===== config.mk =====
export PLATFORM = sky130hd
export DESIGN_NAME = wg_done_tracker
export DESIGN_NICKNAME = d
export VERILOG_FILES = /design/src/rtl/wg_done_tracker.sv
export SDC_FILE = /design/constraint.sdc
export NUM_CORES = 2
export LEC_CHECK = 0
export BUFFER_PORTS_ARGS = -buffer_cell sky130_fd_sc_hd__buf_2
export CAP_MARGIN = 20
export CORE_UTILIZATION = 38
export CTS_CLUSTER_DIAMETER = 50
export DETAILED_ROUTE_END_ITERATION = 16
export GPL_ROUTABILITY_DRIVEN = 0
export SLEW_MARGIN = 40
export SYNTH_ARGS = -nofsm -noshare
export SYNTH_HDL_FRONTEND = slang
export SYNTH_SLANG_ARGS = --single-unit

===== constraint.sdc =====
create_clock -name clk -period 10.5 [get_ports clk]
set_input_delay 3.15 -clock clk [delete_from_list [all_inputs] [get_ports clk]]
set_output_delay 3.15 -clock clk [all_outputs]
set_load 0.02 [all_outputs]

===== src/rtl/wg_done_tracker.sv =====
// Host-side workgroup completion tracker: counts outstanding wavefronts per live
// workgroup and emits one workgroup-done handshake when the last one retires.
module wg_done_tracker #(
    parameter int WG_ID_WIDTH  = 15,
    parameter int WG_NUM_MAX   = 32,
    parameter int WF_CNT_WIDTH = 6
) (
    input  logic                            clk,
    input  logic                            rst_n,
    input  logic                            alloc_valid_i,
    output logic                            alloc_ready_o,
    input  logic [WG_ID_WIDTH-1:0]          alloc_wg_id_i,
    input  logic [WF_CNT_WIDTH-1:0]         alloc_wf_count_i,
    input  logic                            wf_done_valid_i,
    output logic                            wf_done_ready_o,
    input  logic [WG_ID_WIDTH-1:0]          wf_done_wg_id_i,
    output logic                            wg_done_valid_o,
    input  logic                            wg_done_ready_i,
    output logic [WG_ID_WIDTH-1:0]          wg_done_wg_id_o,
    output logic                            err_o,
    output logic [$clog2(WG_NUM_MAX):0]     live_cnt_o
);

    localparam int IDX_W  = (WG_NUM_MAX > 1) ? $clog2(WG_NUM_MAX) : 1;
    localparam int LIVE_W = $clog2(WG_NUM_MAX) + 1;

    logic [WG_NUM_MAX-1:0]   vld_q, vld_d;
    logic [WG_ID_WIDTH-1:0]  id_q  [WG_NUM_MAX];
    logic [WG_ID_WIDTH-1:0]  id_d  [WG_NUM_MAX];
    logic [WF_CNT_WIDTH-1:0] rem_q [WG_NUM_MAX];
    logic [WF_CNT_WIDTH-1:0] rem_d [WG_NUM_MAX];

    logic                    out_vld_q, out_vld_d;
    logic [WG_ID_WIDTH-1:0]  out_id_q, out_id_d;
    logic                    err_q, err_d;
    logic [LIVE_W-1:0]       live_q, live_d;

    logic                    free_found;
    logic [IDX_W-1:0]        free_idx;
    logic                    dup_hit;
    logic                    wf_hit;
    logic [IDX_W-1:0]        wf_idx;

    logic                    alloc_fire, alloc_err, alloc_ok;
    logic                    wf_fire, wf_miss, wf_last;

    // All lookups use start-of-cycle table state, so same-cycle alloc and retire
    // never see each other.
    always_comb begin
        free_found = 1'b0;
        free_idx   = '0;
        dup_hit    = 1'b0;
        wf_hit     = 1'b0;
        wf_idx     = '0;
        for (int i = WG_NUM_MAX - 1; i >= 0; i--) begin
            if (!vld_q[i]) begin
                free_found = 1'b1;
                free_idx   = IDX_W'(i);
            end
        end
        for (int i = 0; i < WG_NUM_MAX; i++) begin
            if (vld_q[i] && id_q[i] == alloc_wg_id_i) begin
                dup_hit = 1'b1;
            end
            if (vld_q[i] && id_q[i] == wf_done_wg_id_i) begin
                wf_hit = 1'b1;
                wf_idx = IDX_W'(i);
            end
        end
    end

    assign alloc_ready_o   = free_found;
    assign wf_done_ready_o = ~out_vld_q | wg_done_ready_i;

    assign alloc_fire = alloc_valid_i & alloc_ready_o;
    assign alloc_err  = alloc_fire & ((alloc_wf_count_i == '0) | dup_hit);
    assign alloc_ok   = alloc_fire & ~alloc_err;

    assign wf_fire = wf_done_valid_i & wf_done_ready_o;
    assign wf_miss = wf_fire & ~wf_hit;
    assign wf_last = wf_fire & wf_hit & (rem_q[wf_idx] == WF_CNT_WIDTH'(1));

    // Hit entry is always valid and the free entry never is, so the two writes
    // below cannot collide.
    always_comb begin
        vld_d = vld_q;
        id_d  = id_q;
        rem_d = rem_q;
        if (wf_fire && wf_hit) begin
            if (wf_last) begin
                vld_d[wf_idx] = 1'b0;
            end else begin
                rem_d[wf_idx] = rem_q[wf_idx] - WF_CNT_WIDTH'(1);
            end
        end
        if (alloc_ok) begin
            vld_d[free_idx] = 1'b1;
            id_d[free_idx]  = alloc_wg_id_i;
            rem_d[free_idx] = alloc_wf_count_i;
        end
    end

    always_comb begin
        out_vld_d = out_vld_q;
        out_id_d  = out_id_q;
        if (wf_last) begin
            out_vld_d = 1'b1;
            out_id_d  = wf_done_wg_id_i;
        end else if (wg_done_ready_i) begin
            out_vld_d = 1'b0;
        end
    end

    always_comb begin
        err_d  = alloc_err | wf_miss;
        live_d = live_q;
        case ({alloc_ok, wf_last})
            2'b10:   live_d = live_q + LIVE_W'(1);
            2'b01:   live_d = live_q - LIVE_W'(1);
            default: live_d = live_q;
        endcase
    end

    always_ff @(posedge clk or negedge rst_n) begin
        if (!rst_n) begin
            vld_q     <= '0;
            out_vld_q <= 1'b0;
            out_id_q  <= '0;
            err_q     <= 1'b0;
            live_q    <= '0;
        end else begin
            vld_q     <= vld_d;
            out_vld_q <= out_vld_d;
            out_id_q  <= out_id_d;
            err_q     <= err_d;
            live_q    <= live_d;
        end
    end

    // Entry payload is qualified by vld_q and needs no reset.
    always_ff @(posedge clk) begin
        id_q  <= id_d;
        rem_q <= rem_d;
    end

    assign wg_done_valid_o = out_vld_q;
    assign wg_done_wg_id_o = out_id_q;
    assign err_o           = err_q;
    assign live_cnt_o      = live_q;

endmodule


# Yosys cells after proc, flatten, opt, wreduce, memory -nomap -nowiden
# Cells that the tools add are included.
op_classes:
  addsub: 3
  magnitude_cmp: 8
  eq_ne: 67
  n_mux: 184
  bitwise_logic: 18
  n_reduce_logical: 72
ops:
  columns: ["cell", "n"]
  rows:
  - ["equality test 15 bit", 64]
  - ["2-to-1 mux 192 bit", 3]
  - ["bitwise mux 480 bit", 1]
  - ["bitwise mux 192 bit", 2]
  - ["2-to-1 mux 5 bit", 62]
  - ["2-to-1 mux 1 bit", 101]
  - ["2-to-1 mux 32 bit", 3]
  - ["demux 15 bit (select 5 bit)", 1]
  - ["logical AND 1 bit", 69]
  - ["demux 6 bit (select 5 bit)", 2]
  - ["AND 32 bit", 1]
  - ["NOT 32 bit", 1]
  - ["OR 32 bit", 1]
  - ["binary-select mux 6 bit (select 5 bit)", 1]
  - ["2-to-1 mux 6 bit", 4]
  - ["2-to-1 mux 15 bit", 1]
  - [">= comparator 6 bit, second input constant", 2]
  - ["less-than comparator 5 x 6 -> 1 bit, second input constant", 2]
  - ["less-than comparator 6 x 1 -> 1 bit, second input constant", 2]
  - ["NOT 5 -> 6 bit", 2]
  - ["one-hot mux 6 bit (2 select lines)", 1]
  - ["subtractor 6 x 1 -> 6 bit, second input constant", 2]
  - ["demux 1 bit (select 5 bit)", 2]
  - [">= comparator 5 x 1 -> 1 bit, second input constant", 2]
  - ["9 further kinds", 20]
totals:
  ff_bits: 727
  input_bits: 41
  output_inout_bits: 25
  elab_cells: 421

# Logic depth before layout (Yosys ltp)
depth:
  ltp_word: 43
  depth_mapped: 34
  mapped_depth_nobuf: 27

# Least setup slack after synthesis
# OpenSTA, ideal clock, no wires.
synth_timing:
  path_type: "input-to-reg"
  from: "input port wf_done_wg_id_i[9]"
  to: "register live_q[5], in the netlist live_cnt_o[5]"
  setup_time_ns: 0.130
  arrival_ns: 8.397
  slack_ns: 1.973
  cell_stages: 30
  path_buffers: 4
  path_cell_list: "buf_4 -> buf_6 -> xnor2_1 -> nand4_1 -> or4_4 -> a211oi_2 -> o31ai_4 -> a211oi_4 -> nor4_2 -> or2_0 -> buf_2 -> buf_2 -> a21o_1 -> a2111oi_0 -> nand2_1 -> inv_1 -> ha_1 -> inv_1 -> nor4_1 -> nand3b_1 -> inv_1 -> ha_1 -> ha_1 -> a21o_1 -> a21oi_1 -> o21bai_1 -> a21oi_1 -> xnor2_1 -> nor2_1 -> xor2_1"
synth_via:
  elab_chain_len: 41
synth_lines:
  columns: ["element", "line_no", "text"]
  rows:
  - ["from (decl)", "16", "input logic [WG_ID_WIDTH-1:0] wf_done_wg_id_i,"]
  - ["equality test 15 bit", "65", "if (vld_q[i] && id_q[i] == wf_done_wg_id_i) begin"]
  - ["logical AND 1 bit", "65", null]
  - ["2-to-1 mux 1 bit", "65", null]
  - ["2-to-1 mux 5 bit (30 in a row)", "65", null]
  - ["NOT 5 -> 6 bit (not written as such)", "81", "assign wf_last = wf_fire & wf_hit & (rem_q[wf_idx] == WF_CNT_WIDTH'(1));"]
  - ["binary-select mux 6 bit (select 5 bit)", "81", null]
  - ["2-to-1 mux 6 bit (not written as such) (2 in a row)", "81", null]
  - ["equality test 6 x 1 -> 1 bit", "81", null]
  - ["AND 1 bit (*)", "81", null]
  - ["equality test 2 x 1 -> 1 bit / equality test 2 bit (equally long branches)", "117", "case ({alloc_ok, wf_last})"]
  - ["one-hot mux 6 bit (2 select lines) / nonzero test 2 bit (equally long branches)", null, null]
  - ["to (signal assigned)", "136", "live_q <= live_d;"]
  - ["to (decl)", "36", "logic [LIVE_W-1:0] live_q, live_d;"]
# Every way passes the cells marked *; elsewhere a longest branch is shown, timed or not. The select of a mux whose other input is x is not followed.
# A chain may end at the register's enable or synchronous reset.

# Final worst setup path
layout_timing:
  from: "input port wf_done_wg_id_i[11]"
  to: "register live_q[5], in the netlist live_cnt_o[5]"
# The elaborated chain is that of the path after synthesis.

==> results.yml <==
global_route:
  grt_pass1_vias: 31794
  grt_use_total: 0.2732
  antenna_found_initial: 2
  overflow: 0
  grt_pass1_wl_um: 224000
  grt_start_max_net_pins: 56
synth:
  yosys.area_share.simple: 0.1645
  synth_seq_cells: 727
  synth.area.mux_share: 0.04690
  synth-xor-area-share: 0.2045
  synthFlopType: "edfxtp_1"
  synth_compound_area_frac: 0.07216
  synth_cells: 3873
  ys_types: 102
  synth-edff-count: 480
  yosysWarningCount: 0
  avgSynthCellArea_um2: 10.75
  yosys.area_share.adder: 0.002586
  synthesis.nets: 3922
  async_flop_share: 0.07565
  yosysSeqAreaShare: 0.4718
  synth_top_family_by_area: "XOR/XNOR gates"
  netlist_area_mm2: 0.04162
setup_path:
  r2r_start: "id_q[98]$_DFFE_PP_"
  slowest_delay_ns: 0.59
  critPathBufInv: 5
  cp.depth: 28
  r2r_cells: 26
  cp_max_fo: 19
  cp.arrival_ns: 9.74
  worstSetupPathType: "primary input to register"
  worstPathRequired_ns: 11.07
  critPathTopFamily: "simple AND/OR/NAND/NOR gates"
  start_kind: "primary input"
  startpoint: "wf_done_wg_id_i[11]"
  rrSetupSlack_ns: 3.55
  endpoint: "live_cnt_o[5]$_DFFE_PN0P_"
  slowest_stage: "or4_1"
  endpoint_kind: "register"
  cp_common_cell: "a21oi_1"
  r2r_end: "live_cnt_o[5]$_DFFE_PN0P_"
timing:
  skew_ns: 0.03861
  slew_headroom: 0.4265
  fin_crit_sh: 0.8735
  tightest_slew_ns: 0.8523
  setup_viol: 0
  rsz0062_at_grt: "false"
  min_period_ns: 9.172
  holdWs_ns: 0.4654
  slew_violations: 0
  final.setup.tns_ns: 0
  hold_viol: 0
  max_clock_freq_mhz: 109.0
die:
  start_util: 0.3828
  die_w_um: 332.9
  placementRows: 121
  die_h_um: 332.9
  io_pins: 66
  fp.dieArea_mm2: 0.1108
  coreArea_mm2: 0.1087
routing:
  met1_length_um: 62820
  routed.top_layer: "met5"
  ant_nets: 0
  dr_wl_met3_um: 15610
  avgRoutedWirePerCell_um: 28.06
  drt_iter0_drc: 4227
  drt_wl_total_um: 154600
  wl_met2_um: 67590
  drc: 0
  vias_per_cell: 6.042
  drtPass1Iterations: 6
  vias: 33296
clock_network:
  cts_hold_buf: 0
  clockBufferDepth: 3
  cts.repair.resized: 0
  cts_root_buf: "clkbuf_16"
  postCtsSetupRepairBufs: 0
  clkTransAtPathRegs_ns: 0.05
  clk_latency_ns: 0.71
  cts_max_level: 3
  tritoncts: "done"
  cts_sinks: 727
  cts-buffers-inserted: 102
final_layout:
  nets: 4056
  final_common_cell: "xnor2_1"
  multiInputGateArea_mm2: 0.02069
  final_cell_mix: "xnor2_1, edfxtp_1, nand4_1"
  seq_area_mm2: 0.01963
  layout-drive-gt1-share: 0.1494
  fillers: 10097
  antenna_cells: 0
  syn2layout_area_growth_pct: 15.24
flow_run:
  maxCapViolations: 0
status:
  status: "complete, no violations"
placement:
  dp_hpwl_um: 107900
  io_buffers: 65
pwr:
  vdd_drop_max_mv: 0.1581
  power_density_mw_per_mm2: 203.8
  leakage_nw: 14.75
worst_hold_path:
  hold_path_class: "register to register"
  hold_path_depth: 2
-- synthesized netlist by cell type (33+ instances only) --
library cell | instances | share of area
xnor2_1 | 964 | 0.20
edfxtp_1 | 480 | 0.35
nand4_1 | 402 | 0.060
nand2_1 | 354 | 0.032
dfxtp_1 | 192 | 0.092
mux2i_1 | 186 | 0.045
o21ai_0 | 128 | 0.015
o21ai_1 | 127 | 0.015
nor2_1 | 106 | 0.0096
clkbuf_1 | 102 | 0.0092
nor4_1 | 97 | 0.015
dfrtp_1 | 55 | 0.033
buf_1 | 52 | 0.0047
inv_1 | 50 | 0.0045
a21oi_1 | 45 | 0.0054
nor3_1 | 38 | 0.0046
buf_6 | 36 | 0.0097
buf_2 | 33 | 0.0040
-- layout make-up --
cell class	count	area share
well taps	1414	0.03689
flip-flops and latches	727	0.4094
repair buffers	280	0.04558
clock buffers	121	0.05539
multi-input cells	2843	0.4313
clock inverters	73	0.01730
inverters	53	0.004148
-- routing by layer --
| metal | track usage | up-vias |
|---|---|---|
| li1 | - | 14389 |
| met3 | 0.05265 | 475 |
| met1 | 0.3688 | 16330 |
| met2 | 0.4183 | 2100 |
| met4 | 0.1337 | 2 |
| met5 | 0 | - |
-- cell families (layout without fill, tap and decap cells) --
logic type	count (synthesis)	count (layout)
AOI/OAI and AO/OA	470	470
xor gates and xnor gates	971	971
and+or+nand+nor	1201	1201
buffers and inverters	303	527
adders and majority gates	8	8
DFF	727	727
muxes	193	193
-- worst reg2reg max path: cells and delay by family, from the launching register on --
family | cells | cell delay [ns]
AOI/OAI and AO/OA | 7 | 1.40
xor gates and xnor gates | 3 | 0.79
adders and majority gates | 3 | 0.72
buffers and inverters | 3 | 0.38
DFF | 1 | 0.51
and+or+nand+nor | 10 | 3.01
-- state kept, by name (all words and copies together), names as in the netlist --
name / count
id_q: 480
rem_q: 192
vld_q: 32
wg_done_wg_id_o: 15
live_cnt_o: 6
err_o: 1
wg_done_valid_o: 1
-- power by group --
| part | internal, W | total [W] | switching, W |
|---|---|---|---|
| Sequential | 0.00351 | 0.00392 | 0.000410 |
| Clock | 0.00207 | 0.00351 | 0.00143 |
| Combinational | 0.000818 | 0.00234 | 0.00153 |
| Total | 0.00640 | 0.00977 | 0.00337 |
-- how the worst min path moves through the flow --
stage,start,end
2_1_floorplan,rem_q[132]$_DFF_P_,rem_q[132]$_DFF_P_
3_3_place_gp,wg_done_wg_id_o[11]$_DFFE_PN0P_,wg_done_wg_id_o[11]$_DFFE_PN0P_
3_5_place_dp,wg_done_wg_id_o[9]$_DFFE_PN0P_,wg_done_wg_id_o[9]$_DFFE_PN0P_
4_1_cts,wg_done_wg_id_o[9]$_DFFE_PN0P_,wg_done_wg_id_o[9]$_DFFE_PN0P_
5_1_grt,wg_done_wg_id_o[12]$_DFFE_PN0P_,wg_done_wg_id_o[12]$_DFFE_PN0P_
6_report,wg_done_wg_id_o[9]$_DFFE_PN0P_,wg_done_wg_id_o[9]$_DFFE_PN0P_
-- stage by stage --
step / instances / area [um2] / power [W] / util / setup WS (ns)
after CTS: 5511 / 47930 / 0.009734 / 0.4410 / 1.542
after floorplan: 3873 / 41620 / 0.005312 / - / 1.973
after detailed placement: 5317 / 44450 / 0.006242 / 0.4089 / 0.8589
final: 5511 / 47960 / 0.009773 / 0.4412 / 1.328
after global routing: 5511 / 47960 / 0.01009 / 0.4412 / 1.038
after global placement: 5317 / 44370 / 0.006219 / 0.4082 / 0.7802
Power figures use the tool's default switching activity.
